### config.mk
export PLATFORM = sky130hd
export DESIGN_NAME = matrix_loader
export DESIGN_NICKNAME = d
export VERILOG_FILES = /design/src/rtl/matrix_loader.sv
export SDC_FILE = /design/constraint.sdc
export NUM_CORES = 1
export LEC_CHECK = 0
export BUFFER_PORTS_ARGS = -buffer_cell sky130_fd_sc_hd__buf_2
export CAP_MARGIN = 25
export CORE_ASPECT_RATIO = 2
export CORE_MARGIN = 1
export CORE_UTILIZATION = 30
export CTS_BUF_LIST = sky130_fd_sc_hd__clkbuf_16
export CTS_CLUSTER_SIZE = 16
export DETAILED_ROUTE_END_ITERATION = 8
export GPL_TIMING_DRIVEN = 0
export PLACE_DENSITY_LB_ADDON = 0.08
export SETUP_SLACK_MARGIN = 0.1
export SLEW_MARGIN = 20
export SYNTH_ARGS = -nofsm -noshare
export SYNTH_HDL_FRONTEND = slang
export SYNTH_SLANG_ARGS = --single-unit
### constraint.sdc
create_clock -name clk -period 2.6 [get_ports clk]
set_input_delay 0.78 -clock clk [delete_from_list [all_inputs] [get_ports clk]]
set_output_delay 0.78 -clock clk [all_outputs]
set_load 0.05 [all_outputs]
### src/rtl/matrix_loader.sv
// Streams row-major 32-bit elements into a zero-padded WIDTH x WIDTH matrix
// and holds the result with a valid/ready handoff to the next stage.
`ifndef WIDTH_BIT
`define WIDTH_BIT 2
`endif

module matrix_loader #(
  parameter int unsigned WIDTH = 2 ** `WIDTH_BIT
) (
  input  logic                                 clk,
  input  logic                                 rst_n,
  input  logic                                 start,
  input  logic [`WIDTH_BIT-1:0]                rows_m1,
  input  logic [`WIDTH_BIT-1:0]                cols_m1,
  input  logic                                 in_valid,
  input  logic [31:0]                          in_data,
  output logic                                 in_ready,
  output logic [0:WIDTH-1][0:WIDTH-1][31:0]    mat,
  output logic [0:1][`WIDTH_BIT-1:0]           size,
  output logic                                 out_valid,
  input  logic                                 out_ready,
  output logic                                 busy
);

  localparam int unsigned IW = `WIDTH_BIT;

  localparam logic [1:0] S_IDLE = 2'd0;
  localparam logic [1:0] S_LOAD = 2'd1;
  localparam logic [1:0] S_HOLD = 2'd2;

  logic [1:0]                            state_q, state_d;
  logic [IW-1:0]                         row_q, row_d;
  logic [IW-1:0]                         col_q, col_d;
  logic [0:1][IW-1:0]                    size_q, size_d;
  logic [0:WIDTH-1][0:WIDTH-1][31:0]     mat_q, mat_d;
  logic                                  in_ready_q, out_valid_q, busy_q;

  // Next-state, index advance and matrix write
  always_comb begin
    state_d = state_q;
    row_d   = row_q;
    col_d   = col_q;
    size_d  = size_q;
    mat_d   = mat_q;
    case (state_q)
      S_IDLE: begin
        if (start) begin
          state_d   = S_LOAD;
          size_d[0] = rows_m1;
          size_d[1] = cols_m1;
          mat_d     = '0;
          row_d     = '0;
          col_d     = '0;
        end
      end
      S_LOAD: begin
        if (in_valid) begin
          mat_d[row_q][col_q] = in_data;
          if (col_q == size_q[1]) begin
            col_d = '0;
            // Last element: park indices at zero instead of stepping past the bound
            if (row_q == size_q[0]) begin
              row_d   = '0;
              state_d = S_HOLD;
            end else begin
              row_d = row_q + IW'(1);
            end
          end else begin
            col_d = col_q + IW'(1);
          end
        end
      end
      S_HOLD: begin
        if (out_ready) state_d = S_IDLE;
      end
      default: state_d = S_IDLE;
    endcase
  end

  // State and registered outputs
  always_ff @(posedge clk) begin
    if (!rst_n) begin
      state_q     <= S_IDLE;
      row_q       <= '0;
      col_q       <= '0;
      size_q      <= '0;
      mat_q       <= '0;
      in_ready_q  <= 1'b0;
      out_valid_q <= 1'b0;
      busy_q      <= 1'b0;
    end else begin
      state_q     <= state_d;
      row_q       <= row_d;
      col_q       <= col_d;
      size_q      <= size_d;
      mat_q       <= mat_d;
      in_ready_q  <= (state_d == S_LOAD);
      out_valid_q <= (state_d == S_HOLD);
      busy_q      <= (state_d == S_LOAD) || (state_d == S_HOLD);
    end
  end

  assign in_ready  = in_ready_q;
  assign out_valid = out_valid_q;
  assign busy      = busy_q;
  assign mat       = mat_q;
  assign size      = size_q;

endmodule

Yosys cells after proc, flatten, opt, wreduce, memory -nomap -nowiden
Index checks and enable logic that the tools add are counted.
Widths: inputs -> output; s select.
{ "op_classes": {"n_addsub": 2, "mul": 0, "div": 0, "n_lt_le_gt_ge": 4, "n_eq_ne": 9, "shift": 0, "n_mux": 22, "bitwise_logic": 2, "n_reduce_logical": 8} }
{ "ops": {"columns": ["cell", "count"], "rows": [
  ["$mux 512", 2],
  ["$pmux 512 s2", 1],
  ["$bwmux 512", 1],
  ["$demux 128 s2", 1],
  ["$mux 128", 1],
  ["$demux 32 s2", 1],
  ["$mux 32", 1],
  ["$mux 2", 11],
  ["$pmux 2 s2", 2],
  ["$ge 3x3->1 const B", 2],
  ["$lt 3x1->1 const B", 2],
  ["$ne 2x2->1 const B", 3],
  ["$not 2->3", 2],
  ["$pmux 2 s3", 1],
  ["$add 2x1->2 const B", 2],
  ["$eq 2x1->1 const B", 2],
  ["$eq 2x2->1", 2],
  ["$eq 2x2->1 const B", 2],
  ["$reduce_and 4->1", 1],
  ["$reduce_and 3->1", 1],
  ["$logic_and 1x1->1", 2],
  ["$logic_not 2->1", 1],
  ["$reduce_and 2->1", 1],
  ["$reduce_bool 2->1", 1],
  ["$logic_or 1x1->1", 1]
]} }
{ "totals": {"regBits": 525, "latchBits": 0, "ram_bits": 0, "rom_bits": 0, "in_bits": 41, "out_inout_bits": 519, "word_cells": 71, "memories": 0} }

Depth between registers and ports, before layout
{ "logic_depth": {"word_depth": 10, "depth_mapped": 8, "depth_no_buf": 6} }

Worst setup path before layout
OpenSTA, ideal clock, no wires.
{ "synth_timing": {"path_kind": "input to register", "from": "input in_valid", "to": "register mat_q (netlist bit mat[470])", "arrival_time_ns": 1.761, "required_ns": 2.467, "setup_slack_ns": 0.706, "path_stages": 7, "path_cell_list": "buf_4 buf_6 nand4_1 a21o_1 buf_6 a22oi_2 nor2_2"} }
{ "synth_between": {"elab_chain_cells": 2} }
{ "synth_rtl": {"columns": ["item", "line", "text"], "rows": [
  ["start, declared", "15", "input logic in_valid,"],
  ["$ne 2x2->1 (no line)", null, null],
  ["$reduce_and 3->1 (no line)", null, null],
  ["end signal, assigned", "96", "mat_q <= mat_d;"],
  ["end, declared", "35", "logic [0:WIDTH-1][0:WIDTH-1][31:0] mat_q, mat_d;"]
]} }
Every way passes these cells.
A chain may end at the register's enable or synchronous reset.

Worst setup path in the final report
{ "layout_timing": {"from": "register col_q[0]", "to": "register mat_q (netlist bit mat[242])"} }
{ "layout_between": {"elab_chain_cells": 10, "word_cells_on_any_way": 11, "cone_classes": "order compare (2); mux (7); bitwise (1); reduce/logical (1)"} }
{ "layout_rtl": {"columns": ["item", "line", "text"], "rows": [
  ["start, declared", "33", "logic [IW-1:0] col_q, col_d;"],
  ["start signal, assigned", "94", "col_q <= col_d;"],
  ["$not 2->3 (implied by the code) *", "58", "mat_d[row_q][col_q] = in_data;"],
  ["$ge 3x3->1 (implied by the code) / $lt 3x1->1 (equally long branches)", "58", null],
  ["$logic_and 1x1->1 (implied by the code)", "58", null],
  ["$mux 32 (implied by the code)", "58", null],
  ["$demux 32 s2 *", "58", null],
  ["$mux 128 (implied by the code) *", "58", null],
  ["$demux 128 s2 *", "58", null],
  ["$bwmux 512 *", "58", null],
  ["$mux 512 *", "57", "if (in_valid) begin"],
  ["$pmux 512 s2 *", "45", "case (state_q)"]
]} }
Mark *: on every way between the ends. The rest lies on a longest branch, timed or not. The select of a mux whose other input is x is not followed.

==> flow_summary.json <==
{
  "max_freq_mhz": 417,
  "post-route-period-util_pct": 92.3,
  "power.density_mw_per_mm2": 706,
  "vias_per_cell": 5.10,
  "first_pass_iters": 5,
  "cts_buffer_depth": 3,
  "yosysTopAreaCell": "dfxtp_1",
  "synthFlopType": "dfxtp_1",
  "grt_util_met1_pct": 25.2,
  "cts_tree": "done",
  "grtUsageMet2_pct": 46.6,
  "fp.dieW_um": 178,
  "finalNetCount": 2330,
  "finClkSkew_ns": 0.0211,
  "area_growth_pct": 28.9,
  "crit_path_cell_trace": "inv_1, ha_1, nand4_1, a21oi_1, nor2_1, buf_2, a22o_1",
  "cts.clk_slew.worst_paths_ns": 0.07,
  "yosysSeqAreaShare_pct": 56.3,
  "gr-total-overflow": 0,
  "async_flop_share_pct": 0,
  "vias": 15800,
  "cp.required_ns": 3.12,
  "crit_arrival_ns": 2.92,
  "die_y_um": 355,
  "min_period_ns": 2.40,
  "crit_family": "simple AND/OR/NAND/NOR gates",
  "routabilityCongestion": 0.832,
  "cp_slowest_stage_delay_ns": 0.65,
  "hold_violations": 0,
  "crit_fanout": 10,
  "grt_util_met3_pct": 6.73,
  "cts_buffers": 50,
  "critPathBufInv": 2,
  "drt_wl_total_um": 80000,
  "initial_utilization_pct": 30.3,
  "status": "complete, no violations",
  "syn_avg_cell_area_sq_um": 11.2,
  "synth_edf_count": 0,
  "grt_max_degree": 15,
  "row_count": 129,
  "peakVddDrop_mv": 0.577,
  "p_leak_nw": 10.9,
  "grt_pass1_wl_um": 112000,
  "hpwlAfterDp_um": 61300,
  "synthTopCellsByArea": "dfxtp_1, a22o_1, a22oi_1, nor2_1, a22oi_2",
  "cts-root-buf": "clkbuf_16",
  "rsz0062_at_grt": "false",
  "grt-busiest-layer": "met2",
  "tightest_slew_ns": 1.03,
  "portBuffers": 559,
  "slowest_stage": "nor2_1",
  "cts_setup_buffers": 0,
  "synth_top_area_share_pct": 56.3,
  "coreArea_sq_mm": 0.0617,
  "stdcell_area_sq_mm": 0.0240,
  "relSlewSlack_pct": 31.5,
  "grt_pass1_vias": 15400,
  "htreeDepth": 2,
  "cp-start-kind": "flop",
  "critPathKind": "flop to flop",
  "fin_hold_ws_ns": 0.428,
  "drive_above_1_share_pct": 38.6,
  "route.detailed.drc": 0,
  "cp-end-kind": "flop",
  "num_io_pins": 560,
  "ys_warn_count": 0,
  "die_area_sq_mm": 0.0632,
  "final_antenna_net_count": 0,
  "grtUsageTotal_pct": 24.5,
  "total_power_mw": 17.0,
  "finalSetupViolCount": 0,
  "report.final.slew_viol_count": 0,
  "synth_area_sq_mm": 0.0187,
  "hold_buffers": 0,
  "cts_sinks": 525,
  "synth_seq_cells": 525,
  "hold_path_class": "input port to flop",
  "wire_per_inst_um": 25.8,
  "final.setup.tns_ns": 0,
  "r2r_slack_ns": 0.20,
  "post_dp_cell_area_sq_mm": 0.0224,
  "antenna_found_initial": 3,
  "drv_cap": 0,
  "synth_cells": 1668,
  "insertion_delay_ns": 0.59,
  "drt_iter0_markers": 854,
  "synth_cell_types": 41,
  "utilization_pct": 39.0,
  "synthesis.nets": 1719
}
## area by class of cell
cell class | count | area [sq um]
Fill cell | 6264 | 37600
Sequential cell | 525 | 10500
Multi-Input combinational cell | 919 | 6590
Timing Repair Buffer | 559 | 2800
Buffer | 219 | 1540
Clock buffer | 51 | 1280
Tap cell | 786 | 983
Clock inverter | 39 | 327
Inverter | 5 | 18.8
Antenna cell | 1 | 2.50
## power breakdown
group          switching, mW  internal [mW]
Sequential            0.0260           8.08
Combinational           1.05          0.372
Clock                   3.31           4.14
Total                   4.38           12.6
## cells in the mapped netlist, types with 3 or more instances
| master | instances |
|---|---|
| a22oi_2 | 59 |
| dfxtp_1 | 525 |
| and3_1 | 9 |
| clkbuf_1 | 87 |
| a21o_1 | 8 |
| buf_8 | 13 |
| buf_2 | 51 |
| buf_4 | 9 |
| inv_1 | 5 |
| buf_12 | 6 |
| and2_1 | 13 |
| a22oi_1 | 197 |
| nor2_1 | 224 |
| buf_1 | 3 |
| a22o_1 | 256 |
| nor2_2 | 45 |
| buf_6 | 49 |
| and2_4 | 30 |
| xor2_1 | 4 |
| nand4_1 | 16 |
| o21ai_0 | 6 |
| a21oi_1 | 13 |
| ha_1 | 10 |
| nand2_1 | 9 |
## tightest hold or removal path, cell delays in order
cell     delay [ns]
buf_2          0.09
nand2_1        0.04
a21oi_1        0.05
## placed cells by master (no fill, tap or decap), types with 6 or more instances in the layout
cell type / instances
buf_2: 610
dfxtp_1: 525
a22o_1: 256
nor2_1: 223
a22oi_1: 197
clkbuf_1: 85
a22oi_2: 59
clkbuf_16: 51
buf_6: 49
nor2_2: 46
and2_4: 30
nand4_1: 16
clkinv_1: 15
inv_1: 14
a21oi_1: 13
and2_1: 13
buf_8: 13
ha_1: 10
buf_4: 9
and3_1: 9
nand2_1: 9
a21o_1: 8
buf_12: 6
o21ai_0: 6
bufinv_16: 6
clkinv_2: 6
## logic make-up after synthesis
kind of cell	synth area share, %
xor gates and xnor gates	0.188
AOI/OAI and AO/OA	25.1
and+or+nand+nor	9.24
buffers and inverters	8.33
adders and majority gates	0.671
muxes	0.107
DFF	56.3
## flip-flops by register name (all words and copies together) (netlist names)
name,flops
row_q,2
in_ready,1
mat,512
out_valid,1
col_q,2
busy,1
size,4
state_q,2
## metal layers
layer	up-vias	share of wire [%]
met5	-	0.011
met4	2	2.9
met3	104	8.0
met2	676	54
met1	7801	36
li1	7249	-
## repair_timing
action,CTS,global route
pin swaps,0,0
gates resized for setup,1,3
cloned,0,0
setup endpoints to repair,10,22
## worst paths after layout
kind	start	endpoint	depth (start not counted)
setup / recovery	col_q[0]	mat[242]	7
hold / removal	cols_m1[0]	size[0]	3
setup reg to reg	col_q[0]	mat[242]	7
hold reg to reg	mat[246]	mat[246]	1
## metrics by stage
stage                     cells  worst slack [ns]
final                      3104             0.200
after global routing       3104             0.107
after floorplan            1668             0.706
after CTS                  3103             0.151
after detailed placement   3013            -0.209
after global placement     3013            -0.203
Power figures use the tool's default switching activity.
